File: config.mk
export PLATFORM = sky130hd
export DESIGN_NAME = risc_controller
export DESIGN_NICKNAME = d
export VERILOG_FILES = /design/src/rtl/risc_pkg.sv /design/src/rtl/risc_phase_counter.sv /design/src/rtl/risc_controller.sv
export SDC_FILE = /design/constraint.sdc
export NUM_CORES = 1
export LEC_CHECK = 0
export BUFFER_PORTS_ARGS = -buffer_cell sky130_fd_sc_hd__buf_2
export CELL_PAD_IN_SITES_DETAIL_PLACEMENT = 0
export CELL_PAD_IN_SITES_GLOBAL_PLACEMENT = 1
export CORE_AREA = 5 5 42 44
export CTS_CLUSTER_SIZE = 28
export DETAILED_ROUTE_END_ITERATION = 16
export DIE_AREA = 0 0 47 49
export PLACE_DENSITY_LB_ADDON = 0.15
export SKIP_LAST_GASP = 1
export SYNTH_ARGS = -nofsm -noshare
export SYNTH_HDL_FRONTEND = slang
export SYNTH_SLANG_ARGS = --single-unit
File: constraint.sdc
create_clock -name clk -period 1.75 [get_ports clk]
set_input_delay 0.175 -clock clk [delete_from_list [all_inputs] [get_ports clk]]
set_output_delay 0.175 -clock clk [all_outputs]
set_load 0.1 [all_outputs]
File: src/rtl/risc_pkg.sv
`default_nettype none
// ============================================================================
// Module      : risc_pkg
// Description : Shared widths, opcode and phase encodings for the VeriRisc
//               instruction sequencer.
// Revision    : 1.0 - initial release
// ============================================================================
package risc_pkg;

  localparam int OPW = 3;
  localparam int PHW = 3;

  // Opcode encodings
  localparam logic [OPW-1:0] HLT = 3'd0;
  localparam logic [OPW-1:0] SKZ = 3'd1;
  localparam logic [OPW-1:0] ADD = 3'd2;
  localparam logic [OPW-1:0] AND = 3'd3;
  localparam logic [OPW-1:0] XOR = 3'd4;
  localparam logic [OPW-1:0] LDA = 3'd5;
  localparam logic [OPW-1:0] STO = 3'd6;
  localparam logic [OPW-1:0] JMP = 3'd7;

  // Phase encodings
  localparam logic [PHW-1:0] INST_ADDR  = 3'd0;
  localparam logic [PHW-1:0] INST_FETCH = 3'd1;
  localparam logic [PHW-1:0] INST_LOAD  = 3'd2;
  localparam logic [PHW-1:0] IDLE       = 3'd3;
  localparam logic [PHW-1:0] OP_ADDR    = 3'd4;
  localparam logic [PHW-1:0] OP_FETCH   = 3'd5;
  localparam logic [PHW-1:0] ALU_OP     = 3'd6;
  localparam logic [PHW-1:0] STORE      = 3'd7;

  // Opcodes that read an operand from memory and write the accumulator
  function automatic logic is_aluop(input logic [OPW-1:0] op);
    return (op == ADD) || (op == AND) || (op == XOR) || (op == LDA);
  endfunction

endpackage
`default_nettype wire

File: src/rtl/risc_phase_counter.sv
`default_nettype none
// ============================================================================
// Module      : risc_phase_counter
// Description : Free-running phase counter with enable; wraps from all-ones
//               back to zero.
// Revision    : 1.0 - initial release
// ============================================================================
module risc_phase_counter #(
  parameter int WIDTH = 3
) (
  input  logic             clk,
  input  logic             rst,
  input  logic             en_i,
  output logic [WIDTH-1:0] count_o
);

  logic [WIDTH-1:0] count_q;
  logic [WIDTH-1:0] count_d;

  // Next count: advance when enabled, natural modulo-2^WIDTH wrap
  always_comb begin
    count_d = count_q;
    if (en_i) begin
      count_d = count_q + {{(WIDTH-1){1'b0}}, 1'b1};
    end
  end

  // Count register, cleared immediately by reset
  always_ff @(posedge clk or posedge rst) begin
    if (rst) begin
      count_q <= '0;
    end else begin
      count_q <= count_d;
    end
  end

  assign count_o = count_q;

endmodule
`default_nettype wire

File: src/rtl/risc_controller.sv
`default_nettype none
// ============================================================================
// Module      : risc_controller
// Description : Eight-phase VeriRisc instruction sequencer. Steps the phase
//               counter, holds the sticky halt flag and decodes phase plus
//               opcode into datapath strobes.
// Revision    : 1.0 - initial release
// ============================================================================
module risc_controller
  import risc_pkg::*;
(
  input  logic           clk,
  input  logic           rst,
  input  logic [OPW-1:0] opcode,
  input  logic           zero,
  output logic [PHW-1:0] phase,
  output logic           sel,
  output logic           rd,
  output logic           ld_ir,
  output logic           inc_pc,
  output logic           ld_pc,
  output logic           ld_ac,
  output logic           data_e,
  output logic           wr,
  output logic           halt
);

  logic [PHW-1:0] phase_q;
  logic           halted_q;
  logic           halted_d;
  logic           w_hlt_set;
  logic           w_cnt_en;
  logic           w_aluop;

  assign w_aluop   = is_aluop(opcode);
  // HLT seen in OP_ADDR stops the counter on that same edge so it stays at 4
  assign w_hlt_set = (phase_q == OP_ADDR) && (opcode == HLT) && !halted_q;
  assign halted_d  = halted_q | w_hlt_set;
  assign w_cnt_en  = !halted_d;

  risc_phase_counter #(
    .WIDTH (PHW)
  ) u_phase_counter (
    .clk     (clk),
    .rst     (rst),
    .en_i    (w_cnt_en),
    .count_o (phase_q)
  );

  // Sticky halt flag; only reset clears it
  always_ff @(posedge clk or posedge rst) begin
    if (rst) begin
      halted_q <= 1'b0;
    end else begin
      halted_q <= halted_d;
    end
  end

  // Strobe decode from registered phase and current opcode
  always_comb begin
    sel    = 1'b0;
    rd     = 1'b0;
    ld_ir  = 1'b0;
    inc_pc = 1'b0;
    ld_pc  = 1'b0;
    ld_ac  = 1'b0;
    data_e = 1'b0;
    wr     = 1'b0;
    halt   = 1'b0;
    if (halted_q) begin
      halt = 1'b1;
    end else begin
      case (phase_q)
        INST_ADDR: begin
          sel = 1'b1;
        end
        INST_FETCH: begin
          sel = 1'b1;
          rd  = 1'b1;
        end
        INST_LOAD, IDLE: begin
          sel   = 1'b1;
          rd    = 1'b1;
          ld_ir = 1'b1;
        end
        OP_ADDR: begin
          inc_pc = 1'b1;
          halt   = (opcode == HLT);
        end
        OP_FETCH: begin
          rd = w_aluop;
        end
        ALU_OP: begin
          rd     = w_aluop;
          inc_pc = (opcode == SKZ) && zero;
          ld_pc  = (opcode == JMP);
          data_e = (opcode == STO);
        end
        STORE: begin
          rd     = w_aluop;
          ld_ac  = w_aluop;
          ld_pc  = (opcode == JMP);
          wr     = (opcode == STO);
          data_e = (opcode == STO);
        end
        default: begin
          sel = 1'b1;
        end
      endcase
    end
  end

  assign phase = phase_q;

endmodule
`default_nettype wire

## Yosys cells after proc, flatten, opt, wreduce, memory -nomap -nowiden

Cells that the tools add are included.

- Output and inout bits: 12
- Register bits after elaboration: 4
- Word-level logic and storage cells: 50

- Add/sub/neg operators: 1
- Equal/unequal tests: 14
- Bitwise logic cells: 1
- Reductions and logical operators: 14
- Mux-type cells: 18

Operator list:

| operator | number |
|---|---|
| 3-bit equality test, second input constant | 8 |
| 1-bit 2-to-1 mux | 16 |
| 3-bit by 2-bit equality test with 1-bit output, second input constant | 4 |
| 3-bit by 1-bit equality test with 1-bit output, second input constant | 2 |
| 3-bit zero test | 2 |
| 3-bit OR reduction | 2 |
| 1-bit one-hot mux with 2 select lines | 2 |
| 2-bit OR reduction | 2 |
| 4-bit OR reduction | 1 |
| 3-bit by 1-bit adder with 3-bit output, second input constant | 1 |
| 1-bit logical AND | 3 |
| 1-bit logical OR | 3 |
| 1-bit zero test | 1 |
| 1-bit bitwise OR | 1 |

## Depth between registers and ports, before layout

Gate-level depths: netlist of the first run.

- Word-level depth: 6
- Depth in mapped cells: 5
- Mapped depth without buffers: 5

## Hierarchy

Synthesis of the first run repeated with hierarchy kept, for this count alone.

- Cell total of the unflattened synthesis: 32
- Area, all modules: 295.3 µm²

Modules (own cells, without submodules):

| module | cells an instance | instances | area each (µm²) |
|---|---|---|---|
| risc_controller | 23 | 1 | 167.7 |
| risc_phase_counter | 9 | 1 | 127.6 |

## Least setup slack after synthesis of the first run

No wires, ideal clock.

- Path kind: reg2out
- Start: register u_phase_counter.count_q[1], in the netlist u_phase_counter.count_o[1]
- End: output inc_pc
- Arrival: 4273 ps
- Stages on the path, launching flop included: 4
- Buffers on the path: 0
- Setup slack: -2698 ps
- Required time: 1575 ps
- Cells stage by stage: dfrtp_1 -> ha_1 -> a41oi_1 -> nor4_1

- Cells in the longest elaborated chain, start to end: 3
- Elaborated cells between the ends (all ways): 4
- Classes of those cells: eq/ne: 2; mux: 2

Ends and longest elaborated chain:

| what | RTL line | RTL |
|---|---|---|
| from (decl) | risc_phase_counter.sv:17 | `logic [WIDTH-1:0] count_q;` |
| from (signal assigned) | risc_phase_counter.sv:33 | `count_q <= count_d;` |
| 3-bit equality test | risc_controller.sv:73 | `case (phase_q)` |
| 1-bit one-hot mux with 2 select lines (*) | risc_controller.sv:73 |  |
| 1-bit 2-to-1 mux (*) | risc_controller.sv:70 | `if (halted_q) begin` |
| to (decl) | risc_controller.sv:20 | `output logic inc_pc,` |

Every way passes the cells marked *; elsewhere a longest branch is shown, timed or not.

## Final worst setup path of the first run

- Start: register u_phase_counter.count_q[1], in the netlist u_phase_counter.count_o[1]
- End: output rd

- Cells in the longest elaborated chain, start to end: 4
- Elaborated cells between the ends (all ways): 10
- Classes of those cells: eq/ne: 6; mux: 2; reduce/logical: 2

Ends and longest elaborated chain:

| what | RTL line | RTL |
|---|---|---|
| 3-bit equality test (tied with other cells) | risc_controller.sv:73 |  |
| 3-bit OR reduction (no source line) | -- |  |
| 1-bit one-hot mux with 2 select lines (*) | risc_controller.sv:73 |  |
| 1-bit 2-to-1 mux (*) | risc_controller.sv:70 |  |
| to (decl) | risc_controller.sv:18 | `output logic rd,` |

Marks and branches as above.

==> qor.yml, run 1 <==
detailed_routing:
  wl_per_cell_microns: 13.1
  drcViolationCount: 0
  firstDrtPassIters: 3
  wirelength_mm: 1.23
  via_count: 446
  viasPerCell: 4.74
  detail-route-antenna-nets: 0
  first_iter_violations: 3
worst_setup_path:
  cp.arrival_ps: 1750
  worstPathRequired_ps: 1570
  crit_fanout: 4
  worstSetupStartpointType: "flop"
  crit_type: "flop to output pin"
  end_kind: "output pin"
floorplan:
  die_y_microns: 49
  io_pins: 18
  num_rows: 14
  die_area_sq_mm: 0.00230
  die_x_microns: 47
  core_area_sq_mm: 0.00140
  start_util: 0.268
timing:
  hold_violations: 0
  fmax_mhz: 520
  setup_slack_ps: -173
  finalCritPeriodShare: 1.10
  drv_slew: 0
  maxSlewHeadroom: 0.678
  fin_skew_ps: 2.44
  timing.hold.ws_ps: 357
  rsz0062_at_grt: "yes"
  finalSetupViolCount: 5
  tightest_slew_ps: 487
  period_minus_slack_ps: 1920
yosys:
  ys_ff_latch: 4
  synth-edff-count: 0
  syn_area_sq_um: 375
  synth.net_count: 54
  avgSynthCellArea_sq_um: 8.94
  synth.distinct_cells: 19
  async_reset_ff_frac: 1.00
  yosys_warnings: 0
  ys_seq_area_frac: 0.267
  ys_dominant_reg_cell: "dfrtp_1"
  syn_inst: 42
global_route:
  grt_pass1_wl_mm: 1.90
  antenna_found_initial: 0
  grt_pass1_vias: 476
  grt_start_max_net_pins: 9
  gr-total-overflow: 0
  grt_usage: 0.118
worst_hold_path:
  hold_path.class: "primary input to async pin"
layout:
  fin_nets: 91
  drive_gt1_frac: 0.808
  antennaDiodeCount: 0
  syn2layout_area_growth_pct: 159
  mostFrequentLayoutCells: "buf_4, buf_2, buf_12"
  utilization: 0.694
  layout_commonest_cell: "buf_4"
clocking:
  cts_root_buffer: "clkbuf_4"
  cts_buffers: 3
  cts.path.max_buffers: 2
  clk_pin_slew_ps: 40
  cts_tree: "built"
  clock_sinks: 4
  clk_latency_ps: 240
  h-tree-depth: 1
status:
  status: "finished, violations left"
  failed_checks: "negative setup slack"
run:
  max-cap-violations: 0
place:
  io_buffer_count: 17
  place_congestion: 0.780
  dp_hpwl_microns: 906
-- cells by family after synthesis --
group	Yosys count	share of synthesized area
xor gates and xnor gates	2	0.0467
and+or+nand+nor	13	0.223
AOI/OAI and AO/OA	9	0.150
adders and majority gates	6	0.200
DFF	4	0.267
muxes	1	0.0400
buffers and inverters	7	0.0733
-- worst max-delay path, cell delays in order, from the launching register on --
cell and delay [ps]:
dfrtp_4 520, inv_4 90, ha_2 170, buf_4 100
nor2_1 30, o221ai_1 200, nor2b_4 220, buf_12 180
-- final timing paths --
path,start,depth (start not counted),end,slack (ps)
hold reg to reg,u_phase_counter.count_o[2],2,u_phase_counter.count_o[2],720
setup / recovery,u_phase_counter.count_o[1],7,rd,-170
hold / removal,rst,3,u_phase_counter.count_o[0],360
max in group asynchronous,rst,3,u_phase_counter.count_o[1],1220
setup reg to reg,u_phase_counter.count_o[0],6,u_phase_counter.count_o[1],90
min in group clk,opcode[2],4,halted_q,560
-- routing by layer --
metal	vias to the layer above	GRT usage	wire length [microns]
met2	15	0.192	668
met1	207	0.115	448
met5	-	0	0
met3	6	0.0148	59
met4	0	0.120	53
li1	218	-	-
-- layout make-up --
class	count	area, sq um
Inverter	6	31.3
Sequential cell	4	109
Fill cell	121	429
Timing Repair Buffer	33	345
Clock buffer	4	26.3
Multi-Input combinational cell	31	440
Tap cell	16	20.0
-- stage by stage --
step                setup WS [ps]  instances  cell area [sq um]  setup TNS (ps)
finish                       -173         94                972            -439
floorplan                    -511         42                497           -3040
detailed placement          -33.5         84                762           -34.0
global placement            -18.2         84                762           -18.2
global route                 -222         94                972           -1000
CTS                          -147         92                891            -933
-- synth_stat cells (2+ instances only) --
cell type / count / area (sq um)
nor2_1: 4 / 15.0
dfrtp_1: 4 / 100
inv_1: 6 / 22.5
o21ai_0: 3 / 15.0
xnor2_1: 2 / 17.5
nor3b_1: 3 / 22.5
a21oi_1: 3 / 15.0
ha_1: 6 / 75.1
-- registers in the layout, indices dropped and copies added, names as in the netlist --
name and count:
u_phase_counter.count_o 3, halted_q 1
-- repair_timing --
| item | 4_1_cts | 5_1_grt |
|---|---|---|
| pin swaps | 7 | 6 |
| setup endpoints to repair | 9 | 9 |
| hold buffers | 1 | 0 |
| buffers inserted | 3 | 3 |
| gates resized for setup | 17 | 13 |
| hold endpoints to repair | 4 | 0 |
Power of run 1 is not shown: default switching activity piles up to over one toggle a cycle in this logic, so the estimate is an artifact.
==> run 2: changes to the inputs <==
Clock period 1.75 ns to 1.77 ns, I/O delays scaled along.
==> run 2 against run 1 <==
Effect of this change: the run still ends with negative setup slack left; critical path depth is the same; first-iteration DRC count is the same; sequential cell count is the same; setup slack gained 66 ps; sequential share of layout area grew 0.87 points; critical path type unchanged; critical endpoint unchanged.
==> qor.yml, run 2 (synthesis gave the netlist of run 1 again) <==
timing:
  finalSetupViolCount: 8  # +3
  rsz0062_at_grt: "yes"
  maxSlewHeadroom: 0.678  # about the same
  hold_violations: 0  # unchanged
  setup_slack_ps: -106  # +66.3 ps
  drv_slew: 0  # unchanged
  fin_skew_ps: 7.08  # +4.64 ps
  period_minus_slack_ps: 1880
  fmax_mhz: 533
  tightest_slew_ps: 487  # -0.480 ps
  fin_setup_tns_ps: -644  # -205 ps
  finalCritPeriodShare: 1.06
detailed_routing:
  drcViolationCount: 0  # unchanged
  viasPerCell: 4.61  # -2.9%
  wl_per_cell_microns: 13.1  # +0.24%
  first_iter_violations: 3  # unchanged
  via_count: 433  # -2.9%
  detail-route-antenna-nets: 0  # unchanged
  firstDrtPassIters: 4  # +1
  wirelength_mm: 1.23  # +0.24%
floorplan:
  core_area_sq_mm: 0.00140  # unchanged
  die_x_microns: 47  # unchanged
  die_area_sq_mm: 0.00230  # unchanged
  start_util: 0.268  # unchanged
  num_rows: 14  # unchanged
  io_pins: 18  # unchanged
  die_y_microns: 49  # unchanged
clocking:
  clk_latency_ps: 240  # about the same
  cts_buffers: 3  # unchanged
  cts_root_buffer: "clkbuf_4"
  cts.path.max_buffers: 2  # unchanged
  clk_pin_slew_ps: 40  # about the same
  cts_tree: "built"
  h-tree-depth: 1  # unchanged
  clock_sinks: 4  # unchanged
worst_setup_path:
  r2r.worst_path.cells: 6  # unchanged
  worstPathRequired_ps: 1590  # +20 ps
  r2r_end: "u_phase_counter.count_o[1]"
  r2r-start: "u_phase_counter.count_o[0]"
  end_kind: "output pin"
  crit_type: "flop to output pin"
  worstSetupStartpointType: "flop"
  cp.arrival_ps: 1700  # -50 ps
  ff2ff_setup_slack_ps: 130  # +40 ps
  crit_fanout: 5  # +1
layout:
  layout_commonest_cell: "buf_4"
  mostFrequentLayoutCells: "buf_4, buf_2, buf_12"
  syn2layout_area_growth_pct: 140
  fin_nets: 91  # unchanged
  largest_reg_flops: 3  # unchanged
  drive_gt1_frac: 0.731  # -0.0769
  antennaDiodeCount: 0  # unchanged
run:
  max-cap-violations: 0  # unchanged
place:
  io_buffer_count: 17  # unchanged
  dp_hpwl_microns: 858  # -5.2%
  pre_cts_ws_ps: -8.53  # +25.0 ps
  place_congestion: 0.723  # -7.3%
global_route:
  antenna_found_initial: 0  # unchanged
  grt_usage: 0.114  # -0.00361
  gr-total-overflow: 0  # unchanged
  grt_start_max_net_pins: 9  # unchanged
  grt_pass1_wl_mm: 1.93  # +1.5%
  grt_pass1_vias: 441  # -7.4%
status:
  failed_checks: "negative setup slack"
  status: "finished, violations left"
worst_hold_path:
  hold_path.class: "primary input to async pin"
run 2: cell counts in the layout (fill, tap and decap cells not counted):
Identical to the previous run, type by type.
run 2: stage by stage:
step / utilization / hold WS [ps] / cell area, sq um / std cells
final: 0.644 / 366 / 902 / 94
after global routing: 0.644 / 373 / 902 / 94
after CTS: 0.610 / 350 / 855 / 91
after detailed placement: 0.538 / 62.2 / 754 / 83
after global placement: 0.538 / 63.0 / 754 / 83
after floorplan: - / -56.9 / 497 / 42
run 2: worst max-delay path by stage:
stage	start	end	slack, ps	cells past startpoint
finish	u_phase_counter.count_o[0]	rd	-110	7
global route	u_phase_counter.count_o[0]	data_e	-190	6
CTS	u_phase_counter.count_o[1]	sel	-150	5
detailed placement	u_phase_counter.count_o[0]	sel	-9	6
global placement	u_phase_counter.count_o[0]	sel	-10	6
floorplan	u_phase_counter.count_o[0]	inc_pc	-490	4
run 2: what timing repair did:
| item | 4_1_cts | 5_1_grt |
|---|---|---|
| pin swaps | 5 | 5 |
| setup endpoints to repair | 9 | 10 |
| resized for setup | 11 | 5 |
| endpoints found under the hold margin | 4 | 0 |
| hold buffers | 1 | 0 |
| buffers inserted | 3 | 4 |
run 2: area by class of cell:
class	instances	area, sq um
fill	118	499
multi-input combinational	31	389
timing repair buffer	33	329
sequential	4	109
inverter	6	28.8
clock buffer	4	26.3
tap	16	20.0
run 2: critical path, cell delays in order, from the launching register on:
cell      delay [ps]
dfrtp_4          500
inv_4            100
ha_4             180
buf_6            100
o21ai_1           50
o221ai_1         160
nor2b_4          200
buf_12           180
run 2: per-layer routing:
layer / vias up / global-route usage / part of all wire
li1: 221 / - / -
met1: 201 / 0.128 / 0.37
met2: 11 / 0.192 / 0.58
met3: 0 / 0.0258 / 0.047
met4: 0 / 0.0553 / 0
met5: - / 0 / 0
Power of run 2 is left out for the same reason.
